`config.mk`:
```
export PLATFORM = sky130hd
export DESIGN_NAME = uart_rx_oversample
export DESIGN_NICKNAME = d
export VERILOG_FILES = /design/src/rtl/uart_pkg.sv /design/src/rtl/bit_synchronizer.sv /design/src/rtl/uart_rx_oversample.sv
export SDC_FILE = /design/constraint.sdc
export NUM_CORES = 1
export LEC_CHECK = 0
export CAP_MARGIN = 25
export CORE_UTILIZATION = 40
export DETAILED_ROUTE_END_ITERATION = 7
export DONT_BUFFER_PORTS = 1
export GPL_TIMING_DRIVEN = 0
export PLACE_DENSITY = 0.56
export SLEW_MARGIN = 5
export SYNTH_ARGS = -nofsm -noshare
export SYNTH_HDL_FRONTEND = slang
export SYNTH_SLANG_ARGS = --single-unit
export TNS_END_PERCENT = 50
```
`constraint.sdc`:
```
create_clock -name clk -period 2.2 [get_ports clk]
set_input_delay 0.11 -clock clk [delete_from_list [all_inputs] [get_ports clk]]
set_output_delay 0.11 -clock clk [all_outputs]
set_load 0.1 [all_outputs]
```
`src/rtl/uart_pkg.sv`:
```
// -----------------------------------------------------------------------------
// uart_pkg
// Shared UART definitions used by the receiver, the transmitter and the baud
// counter: FSM state encodings, default frame geometry and a helper that
// derives the start-bit validation tick from the oversample ratio.
// -----------------------------------------------------------------------------
package uart_pkg;

  localparam int unsigned UART_OVERSAMPLE = 16;
  localparam int unsigned UART_DATA_BITS  = 8;

  typedef enum logic [2:0] {
    IDLE      = 3'd0,
    START     = 3'd1,
    DATA      = 3'd2,
    PARITY    = 3'd3,
    STOP      = 3'd4,
    WAIT_HIGH = 3'd5
  } uart_state_e;

  // Tick index at the centre of the start bit.
  function automatic int unsigned uart_mid(input int unsigned oversample);
    return (oversample / 2) - 1;
  endfunction

endpackage

```
`src/rtl/bit_synchronizer.sv`:
```
// -----------------------------------------------------------------------------
// bit_synchronizer
// Two-flop synchronizer for a single asynchronous input. Both flops load
// RESET_VAL while reset is asserted so the output is a known level at once.
// Ports:
//   i_clk    in  1  destination clock
//   i_rst_n  in  1  asynchronous active-low reset
//   i_d      in  1  asynchronous input
//   o_q      out 1  synchronized output (2 clk latency)
// -----------------------------------------------------------------------------
module bit_synchronizer #(
  parameter logic RESET_VAL = 1'b1
) (
  input  logic i_clk,
  input  logic i_rst_n,
  input  logic i_d,
  output logic o_q
);

  logic r_meta;
  logic r_sync;

  always_ff @(posedge i_clk or negedge i_rst_n) begin
    if (!i_rst_n) begin
      r_meta <= RESET_VAL;
      r_sync <= RESET_VAL;
    end else begin
      r_meta <= i_d;
      r_sync <= r_meta;
    end
  end

  assign o_q = r_sync;

endmodule

```
`src/rtl/uart_rx_oversample.sv`:
```
// -----------------------------------------------------------------------------
// uart_rx_oversample
// UART receiver. Recovers LSB-first serial frames from rxd using a tick16
// strobe at OVERSAMPLE x baud, centre-samples every bit and presents the byte
// through a valid/ack handshake.
// Optional feature: define UART_RX_PARITY_EN to receive one parity bit between
// the data bits and the stop bit (PARITY_ODD selects odd parity).
// Ports:
//   clk          in   1          system clock
//   reset        in   1          asynchronous active-low reset
//   tick16       in   1          1-cycle strobe at OVERSAMPLE x baud
//   rxd          in   1          asynchronous serial input, idles high
//   rx_ack       in   1          consumer took rx_data; clears rx_valid/overrun_err
//   rx_data      out  DATA_BITS  last received byte
//   rx_valid     out  1          byte available, held until rx_ack
//   frame_err    out  1          1-cycle pulse: stop bit sampled low
//   overrun_err  out  1          sticky: byte completed while rx_valid was set
//   parity_err   out  1          1-cycle pulse: parity mismatch (0 without parity)
// -----------------------------------------------------------------------------
module uart_rx_oversample
  import uart_pkg::*;
#(
  parameter int unsigned DATA_BITS  = UART_DATA_BITS,
  parameter int unsigned OVERSAMPLE = UART_OVERSAMPLE,
  parameter int unsigned MID        = uart_mid(UART_OVERSAMPLE)
`ifdef UART_RX_PARITY_EN
  ,
  parameter bit          PARITY_ODD = 1'b0
`endif
) (
  input  logic                 clk,
  input  logic                 reset,
  input  logic                 tick16,
  input  logic                 rxd,
  input  logic                 rx_ack,
  output logic [DATA_BITS-1:0] rx_data,
  output logic                 rx_valid,
  output logic                 frame_err,
  output logic                 overrun_err,
  output logic                 parity_err
);

  localparam int unsigned TCNT_W = $clog2(OVERSAMPLE);
  localparam int unsigned BCNT_W = $clog2(DATA_BITS);

  localparam logic [TCNT_W-1:0] TCNT_MID  = TCNT_W'(MID);
  localparam logic [TCNT_W-1:0] TCNT_LAST = TCNT_W'(OVERSAMPLE - 1);
  localparam logic [BCNT_W-1:0] BCNT_LAST = BCNT_W'(DATA_BITS - 1);

`ifdef UART_RX_PARITY_EN
  localparam uart_state_e AFTER_DATA = PARITY;
`else
  localparam uart_state_e AFTER_DATA = STOP;
`endif

  logic                 w_rxs;
  uart_state_e          r_state;
  logic [TCNT_W-1:0]    r_tcnt;
  logic [BCNT_W-1:0]    r_bcnt;
  logic [DATA_BITS-1:0] r_shreg;
  logic [DATA_BITS-1:0] r_rx_data;
  logic                 r_rx_valid;
  logic                 r_frame_err;
  logic                 r_overrun_err;
`ifdef UART_RX_PARITY_EN
  logic                 r_par_bit;
  logic                 r_parity_err;
`endif

  // rxd is asynchronous; the FSM only ever looks at the synchronized copy.
  bit_synchronizer #(
    .RESET_VAL (1'b1)
  ) u_rxd_sync (
    .i_clk   (clk),
    .i_rst_n (reset),
    .i_d     (rxd),
    .o_q     (w_rxs)
  );

  // Receive FSM, counters, shift register and output registers.
  always_ff @(posedge clk or negedge reset) begin
    if (!reset) begin
      r_state       <= IDLE;
      r_tcnt        <= '0;
      r_bcnt        <= '0;
      r_shreg       <= '0;
      r_rx_data     <= '0;
      r_rx_valid    <= 1'b0;
      r_frame_err   <= 1'b0;
      r_overrun_err <= 1'b0;
`ifdef UART_RX_PARITY_EN
      r_par_bit     <= 1'b0;
      r_parity_err  <= 1'b0;
`endif
    end else begin
      r_frame_err <= 1'b0;
`ifdef UART_RX_PARITY_EN
      r_parity_err <= 1'b0;
`endif
      // Consumer ack; a byte completing in the same cycle overrides below.
      if (rx_ack) begin
        r_rx_valid    <= 1'b0;
        r_overrun_err <= 1'b0;
      end

      case (r_state)
        IDLE: begin
          if (!w_rxs) begin
            r_state <= START;
            r_tcnt  <= '0;
          end
        end

        // Re-check the line at the start-bit centre to reject glitches.
        START: begin
          if (tick16) begin
            if (r_tcnt == TCNT_MID) begin
              r_tcnt <= '0;
              if (!w_rxs) begin
                r_state <= DATA;
                r_bcnt  <= '0;
              end else begin
                r_state <= IDLE;
              end
            end else begin
              r_tcnt <= r_tcnt + TCNT_W'(1);
            end
          end
        end

        // LSB arrives first, so shifting in at the MSB leaves it at bit 0.
        DATA: begin
          if (tick16) begin
            if (r_tcnt == TCNT_LAST) begin
              r_tcnt  <= '0;
              r_shreg <= {w_rxs, r_shreg[DATA_BITS-1:1]};
              if (r_bcnt == BCNT_LAST) begin
                r_bcnt  <= '0;
                r_state <= AFTER_DATA;
              end else begin
                r_bcnt <= r_bcnt + BCNT_W'(1);
              end
            end else begin
              r_tcnt <= r_tcnt + TCNT_W'(1);
            end
          end
        end

`ifdef UART_RX_PARITY_EN
        PARITY: begin
          if (tick16) begin
            if (r_tcnt == TCNT_LAST) begin
              r_tcnt    <= '0;
              r_par_bit <= w_rxs;
              r_state   <= STOP;
            end else begin
              r_tcnt <= r_tcnt + TCNT_W'(1);
            end
          end
        end
`endif

        STOP: begin
          if (tick16) begin
            if (r_tcnt == TCNT_LAST) begin
              r_tcnt <= '0;
`ifdef UART_RX_PARITY_EN
              r_parity_err <= r_par_bit ^ (^r_shreg) ^ PARITY_ODD;
`endif
              if (w_rxs) begin
                r_rx_data  <= r_shreg;
                r_rx_valid <= 1'b1;
                if (r_rx_valid && !rx_ack) begin
                  r_overrun_err <= 1'b1;
                end
                r_state <= IDLE;
              end else begin
                r_frame_err <= 1'b1;
                r_state     <= WAIT_HIGH;
              end
            end else begin
              r_tcnt <= r_tcnt + TCNT_W'(1);
            end
          end
        end

        // A held-low line (break) must not look like a new start bit.
        WAIT_HIGH: begin
          if (w_rxs) begin
            r_state <= IDLE;
          end
        end

        default: begin
          r_state <= IDLE;
          r_tcnt  <= '0;
        end
      endcase
    end
  end

  assign rx_data     = r_rx_data;
  assign rx_valid    = r_rx_valid;
  assign frame_err   = r_frame_err;
  assign overrun_err = r_overrun_err;
`ifdef UART_RX_PARITY_EN
  assign parity_err  = r_parity_err;
`else
  assign parity_err  = 1'b0;
`endif

endmodule
```
==> metrics.md, run 1 <==
| Metric | Value |
|---|---|
| Largest net degree at the start of global routing | `32` |
| Starting Density | `42.86%` |
| Clk_lat worst skew | `270 ps` |
| Xor/xnor share of the synthesized area | `0.5937%` |
| Number of global-route vias before repair | `around 1000` |
| Nets | `144` |
| Top cell type's share of synthesized area | `49.19%` |
| Synth cell count leaders | `dfrtp_1, mux2_2, nor2_1, o21ai_0, nand2_1` |
| Overall Global Routing Usage | `15.84%` |
| Synth cell types | `39` |
| Iteration-0 DRC Markers | `41` |
| Top-count cell post-synth | `dfrtp_1` |
| Max_slew headroom | `38.28%` |
| Worst flop-to-flop path endpoint | `rx_data[6]` |
| Placed Instance Area | `0.001533 mm^2` |
| DP HPWL | `1866 um` |
| Post-Synth Adder-Cell Area | `2.545%` |
| Clock skew | `~6.2 ps` |
| R2r startpoint | `r_tcnt[0]` |
| Final Instance Area | `0.001700 mm^2` |
| Vias per Instance | `5.273` |
| Layout Cells excl Fill | `183` |
| # rows | `21` |
| CTS tree | `built` |
| Core Box Area | `around 0.0034 mm^2` |
| CTS Sinks | `31` |
| Period utilization | `~80%` |
| H-tree depth | `2` |
| DRC Markers | `0` |
| Post-Route WL | `2670 um` |
| Layout cells sized above 1 | `29.93%` |
| Syn Std Cell Area | `0.001475 mm^2` |
| Actual slew at the worst max-slew pin | `925.8 ps` |
| Critical path launch point | `r_tcnt[0]` |
| Fin. max-slew vios | `0` |
| Cell taking the most area after synthesis | `dfrtp_1` |
| Grt total ovfl | `0` |
| Overall Power | `about 1.7 mW` |
| Cells after Synth | `125` |
| Placed insts | `171` |
| Worst-path maximum fanout | `9` |
| Synthesized area per cell | `11.80 um^2` |
| Max-cap viol count | `0` |
| Root Driver | `clkbuf_8` |
| TNS Setup | `0 ps` |
| Die ar. | `0.003935 mm^2` |
| Register clock-pin slew on the reported worst setup and hold paths | `approximately 70 ps` |
| CTS buffer count | `5` |
| Final GP Congestion | `0.8265` |
| Post-synthesis sequential area ratio | `52.76%` |
| Post-CTS setup buffers | `0` |
| Number of synthesized register bits | `31` |
| Final worst path period need | `1761 ps` |
| PD cells | `1022 mW/mm^2` |
| First-pass GRT wire length | `4809 um` |
| Final setup violation count | `0` |
| Final hold viol count | `0` |
| Number of diodes | `0` |
| Status | `completed` |
| Reg2reg path depth | `5` |
| Post-cts resize count | `0` |
| IO Pins | `17` |
| Port buffer count | `0` |
| CTS Buffer Depth | `2` |
| Per-cell routed wire length | `14.59 um` |
| Peak supply drop | `0.0006855 V` |
| Worst hold margin | `179.9 ps` |
| Worst EP arrival | `1920 ps` |
| Die X-Extent | `roughly 63 um` |
| Antenna viol nets, final | `0` |
| Cts hold-fix bufs | `4` |
| Startpoint Class | `register` |
| Worst hold path type | `in2reg` |
| Largest family of logic cells by synthesized area | `simple AND/OR/NAND/NOR gates` |
| R2R Setup Slk | `440 ps` |
| CP endpoint kind | `register` |
| CP endpoint | `rx_data[6]` |
| Fraction of registers with async set/reset | `100.0%` |
| Vias | `between 900 and 1000` |
| WS Path Type | `reg2reg` |
| Synth Area in Simple Gates | `14.42%` |
| Area Overhead vs Synth | `15.27%` |
| Post-synth EDFFs | `0` |
| Compound-Gate Fraction of Synth Area | `13.23%` |
| Mux cell area share after synthesis | `12.98%` |
| Die height | `62.73 um` |
| Main synth FF type | `dfrtp_1` |
| P_leak | `between 0.8 and 0.9 nW` |
| Yosys Warn Count | `0` |
| Peak Freq | `567.9 MHz` |
| Initial antenna violation count | `0` |
| Worst path required time | `2360 ps` |
| Unrepaired setup endpoints after global routing | `no` |
| Largest cells by area after synthesis | `dfrtp_1, mux2_2, dfstp_2` |
| Drt pass-1 iters | `4` |
| Syn nets | `133` |
==> layer usage <==
layer  share of wire (%)  global-route usage [%]  vias to the layer above
li1                    -                       -                      474
met1                  51                   22.68                      469
met2                  44                   22.55                       18
met3                 3.6                   5.474                        4
met4                0.94                   4.360                        0
met5                   0                       0                        -
==> logic make-up after synthesis <==
kind of cell | Yosys count
AOI/OAI and AO/OA | 29
xor gates and xnor gates | 1
buffers and inverters | 10
muxes | 17
and+or+nand+nor | 33
other | 1
adders and majority gates | 3
DFF | 31
==> placed cells by master, fill, tap and decap left out, types with 3 or more instances in the layout <==
cell type,n
mux2_2,17
nand3_1,3
o21ai_0,8
nand2_1,6
buf_2,5
inv_1,4
a21oi_1,5
dlygate4sd3_1,3
ha_1,3
dfrtp_1,29
nor2_1,8
clkbuf_8,6
==> how the worst min path moves through the flow <==
stage,start,endpoint,slack (ps),depth (start not counted)
2_1_floorplan,reset,frame_err,-190,0
3_3_place_gp,reset,r_bcnt[0],-180,0
3_5_place_dp,reset,r_bcnt[0],-180,0
4_1_cts,tick16,frame_err,170,3
5_1_grt,tick16,frame_err,180,3
6_report,tick16,frame_err,180,3
==> state kept, by name, summed over array words and instances (netlist names) <==
name and count:
rx_valid 1, overrun_err 1, frame_err 1, r_tcnt 4
r_bcnt 3, u_rxd_sync.r_meta 1, r_shreg 8, rx_data 8
r_state 3, u_rxd_sync.o_q 1
==> stage by stage <==
step / util, % / setup WS (ps)
floorplan: - / 618.8
global placement: 44.53 / 425.9
detailed placement: 44.53 / 415.4
CTS: 49.40 / 402.7
global route: 49.40 / 286.8
finish: 49.40 / 439.0
==> where the power goes <==
part / internal, mW / switching (mW) / total (mW)
Combinational: 0.190 / 0.257 / 0.447
Sequential: 0.627 / 0.0873 / 0.714
Clock: 0.366 / 0.211 / 0.578
==> critical path, stage by stage, from the launching register on <==
cell	delay, ps
dfrtp_1	380
ha_1	330
nand3_4	150
nor4_4	340
nand2_4	160
mux2_2	300
==> cell type report <==
| cell class | instances | area [um^2] |
|---|---|---|
| fillers | 322 | 1742 |
| multi-input cells | 84 | 649.4 |
| repair buffers | 4 | 50.05 |
| plain buffers | 6 | 32.53 |
| flip-flops and latches | 31 | 778.2 |
| clock inverters | 2 | 35.03 |
| inverters | 4 | 15.01 |
| clock buffers | 6 | 82.58 |
| well taps | 46 | 57.56 |
Note: power is estimated with default switching activity, not from simulation.
==> inputs of run 2 (changes only) <==
Settings changed: PLACE_DENSITY 0.56 to 0.58.
Clock period 2.2 ns to 1.62 ns, I/O delays scaled along.
==> run 2 against run 1 <==
The run now ends with setup timing left. Cell area grew 9.8%. Cell count grew 6.6%. Sequential share of layout area shrank 4.1 points. Largest power group unchanged. Die area is the same. Sequential power grew 38%. Register-to-register slack lost 490 ps. Sequential cell count is the same. Total power grew 48%. Clock power grew 34%. Non-clock buffer count grew 10. First-iteration DRC count grew 7.3%. Clock skew shrank 4.3 ps.
==> metrics.md, run 2 (same netlist as run 1, synthesis figures left out) <==
| Metric | Value |
|---|---|
| Met2 wire length | `1360 um (+15%)` |
| Fin. max-slew vios | `0 (unchanged)` |
| Port buffer count | `0 (unchanged)` |
| Commonest non-fill, non-tap cell in the layout | `dfrtp_1` |
| Initial antenna violation count | `0 (unchanged)` |
| # rows | `21 (unchanged)` |
| Max-cap viol count | `0 (unchanged)` |
| R2r startpoint | `r_tcnt[1]` |
| Drt pass-1 iters | `3 (-1)` |
| Peak Freq | `597.0 MHz (+5.1%)` |
| Final GP Congestion | `0.7679 (-7.1%)` |
| Peak supply drop | `0.0008078 V (+18%)` |
| Period utilization | `103.4% (+23 points)` |
| Number of diodes | `0 (unchanged)` |
| Worst hold path type | `in2reg` |
| Die X-Extent | `62.73 um (unchanged)` |
| Routed wl met3 | `125 um (+30%)` |
| Startpoint Class | `register` |
| Iteration-0 DRC Markers | `44 (+7.3%)` |
| Post-Route WL | `2916 um (+9.2%)` |
| CTS buffer count | `5 (unchanged)` |
| Core Box Area | `0.003442 mm^2 (unchanged)` |
| Status | `complete, but fails checks` |
| Hold depth | `3 (unchanged)` |
| Layout cells sized above 1 | `38.93% (+9.0 points)` |
| Clk_lat worst skew | `280 ps (about the same)` |
| Die height | `62.73 um (unchanged)` |
| Per-cell routed wire length | `14.95 um (+2.5%)` |
| Worst-path maximum fanout | `6 (-3)` |
| DRT met1 WL | `1402 um (+2.9%)` |
| Placed insts | `171 (unchanged)` |
| Final setup violation count | `10 (+10)` |
| Largest net degree at the start of global routing | `32 (unchanged)` |
| Starting Density | `42.86% (unchanged)` |
| Critical path launch point | `r_tcnt[1]` |
| First-pass GRT wire length | `4947 um (+2.9%)` |
| PD cells | `1377 mW/mm^2 (+35%)` |
| Nets | `156 (+8.3%)` |
| Antenna viol nets, final | `0 (unchanged)` |
| Highest metal used | `met4` |
| Clock skew | `1.870 ps (-4.285 ps)` |
| Vias | `1023 (+6.0%)` |
| Most frequent cells in the layout | `dfrtp_1, mux2_2, buf_4, nor2_1, o21ai_0` |
| DRC Markers | `0 (unchanged)` |
| Final worst path period need | `1675 ps (-85.87 ps)` |
| Utilization after layout | `54.23% (+4.8 points)` |
| Fillers | `298 (-7.5%)` |
| H-tree depth | `2 (unchanged)` |
| Final hold viol count | `0 (unchanged)` |
| P_leak | `0.8709 nW (+7.9%)` |
| CTS Sinks | `31 (unchanged)` |
| IO Pins | `17 (unchanged)` |
| CTS Buffer Depth | `2 (unchanged)` |
| Violated checks | `setup timing` |
| Layout Cells excl Fill | `195 (+6.6%)` |
| CTS tree | `built` |
| Register clock-pin slew on the reported worst setup and hold paths | `60 ps (about the same)` |
| Worst hold start | `tick16` |
| Worst EP arrival | `1840 ps (-80 ps)` |
| Root Driver | `clkbuf_8` |
| WS Path Type | `reg2reg` |
| Area Overhead vs Synth | `26.55%` |
| Die ar. | `0.003935 mm^2 (unchanged)` |
| Grt total ovfl | `0 (unchanged)` |
| Worst hold margin | `213.1 ps (+33.22 ps)` |
| Unrepaired setup endpoints after global routing | `yes` |
| Reg2reg path depth | `6 (+1)` |
| Max_slew headroom | `37.34% (-0.94 points)` |
| Overall Global Routing Usage | `16.34% (+0.50 points)` |
| DP HPWL | `1865 um (about the same)` |
| Worst path required time | `1780 ps (-580 ps)` |
| Actual slew at the worst max-slew pin | `939.9 ps (+14.11 ps)` |
| Vias per Instance | `5.246 (-0.51%)` |
| Number of global-route vias before repair | `1043 (+4.1%)` |
| CP endpoint kind | `register` |
| Setup ws final | `-55.10 ps (-494.1 ps)` |
## run 2: cell count changes in the layout (fill, tap and decap cells not counted), sizes merged
cell and change:
buf +9, clkbuf +1, nand2 +1, nand3 +1
## run 2: layout make-up
type                    count  area, um^2  share of cell area (%)
clock buffers               6       82.58                   4.424
clock inverters             2       35.03                   1.877
flip-flops and latches     31       778.2                   41.69
multi-input cells          86       716.9                   38.40
well taps                  46       57.56                   3.083
inverters                   4       15.01                  0.8043
plain buffers               5       36.28                   1.944
repair buffers             15       145.1                   7.775
## run 2: stage by stage
stage / power, mW / setup slack [ps] / area (um^2) / setup TNS (ps)
2_1_floorplan: 1.453 / 38.75 / 1475 / 0
3_3_place_gp: 1.547 / -153.5 / 1533 / -1971
3_5_place_dp: 1.567 / -184.4 / 1533 / -2444
4_1_cts: 2.397 / 0.5372 / 1725 / 0
5_1_grt: 2.731 / -110.0 / 1867 / -1258
6_report: 2.571 / -55.10 / 1867 / -305.8
## run 2: worst max-delay path: stages, from the launching register on
cell     delay [ps]
dfrtp_1         390
ha_4            190
nand3_4         120
nor4_4          300
buf_4           190
nand2_8          70
mux2_4          300
## run 2: power by group
part | total, mW | switching (mW) | internal, mW
sequential | 0.984 | 0.133 | 0.851
combinational | 0.812 | 0.416 | 0.396
clock | 0.775 | 0.278 | 0.497
## run 2: final timing paths
check                                     to  slack, ps
setup / recovery                  rx_data[2]        -60
hold / removal                    r_state[2]        210
setup reg to reg                  rx_data[2]        -60
hold reg to reg               u_rxd_sync.o_q        360
max in group asynchronous  u_rxd_sync.r_meta       1140
min in group asynchronous         r_state[2]        240
## run 2: timing repair
action                                  in CTS  in global routing
hold buffers                                 4                  0
buffers inserted                             1                 10
gates resized for setup                      5                 10
endpoints found under the setup margin      19                 21
hold endpoints to repair                    34                  0
pin swaps                                    2                  8
gates cloned                                 0                  2
## run 2: per-layer routing
metal	GRT usage, %	up-vias
li1	-	499
met1	20.92	501
met2	25.27	19
met3	6.752	4
met4	4.651	0
met5	0	-
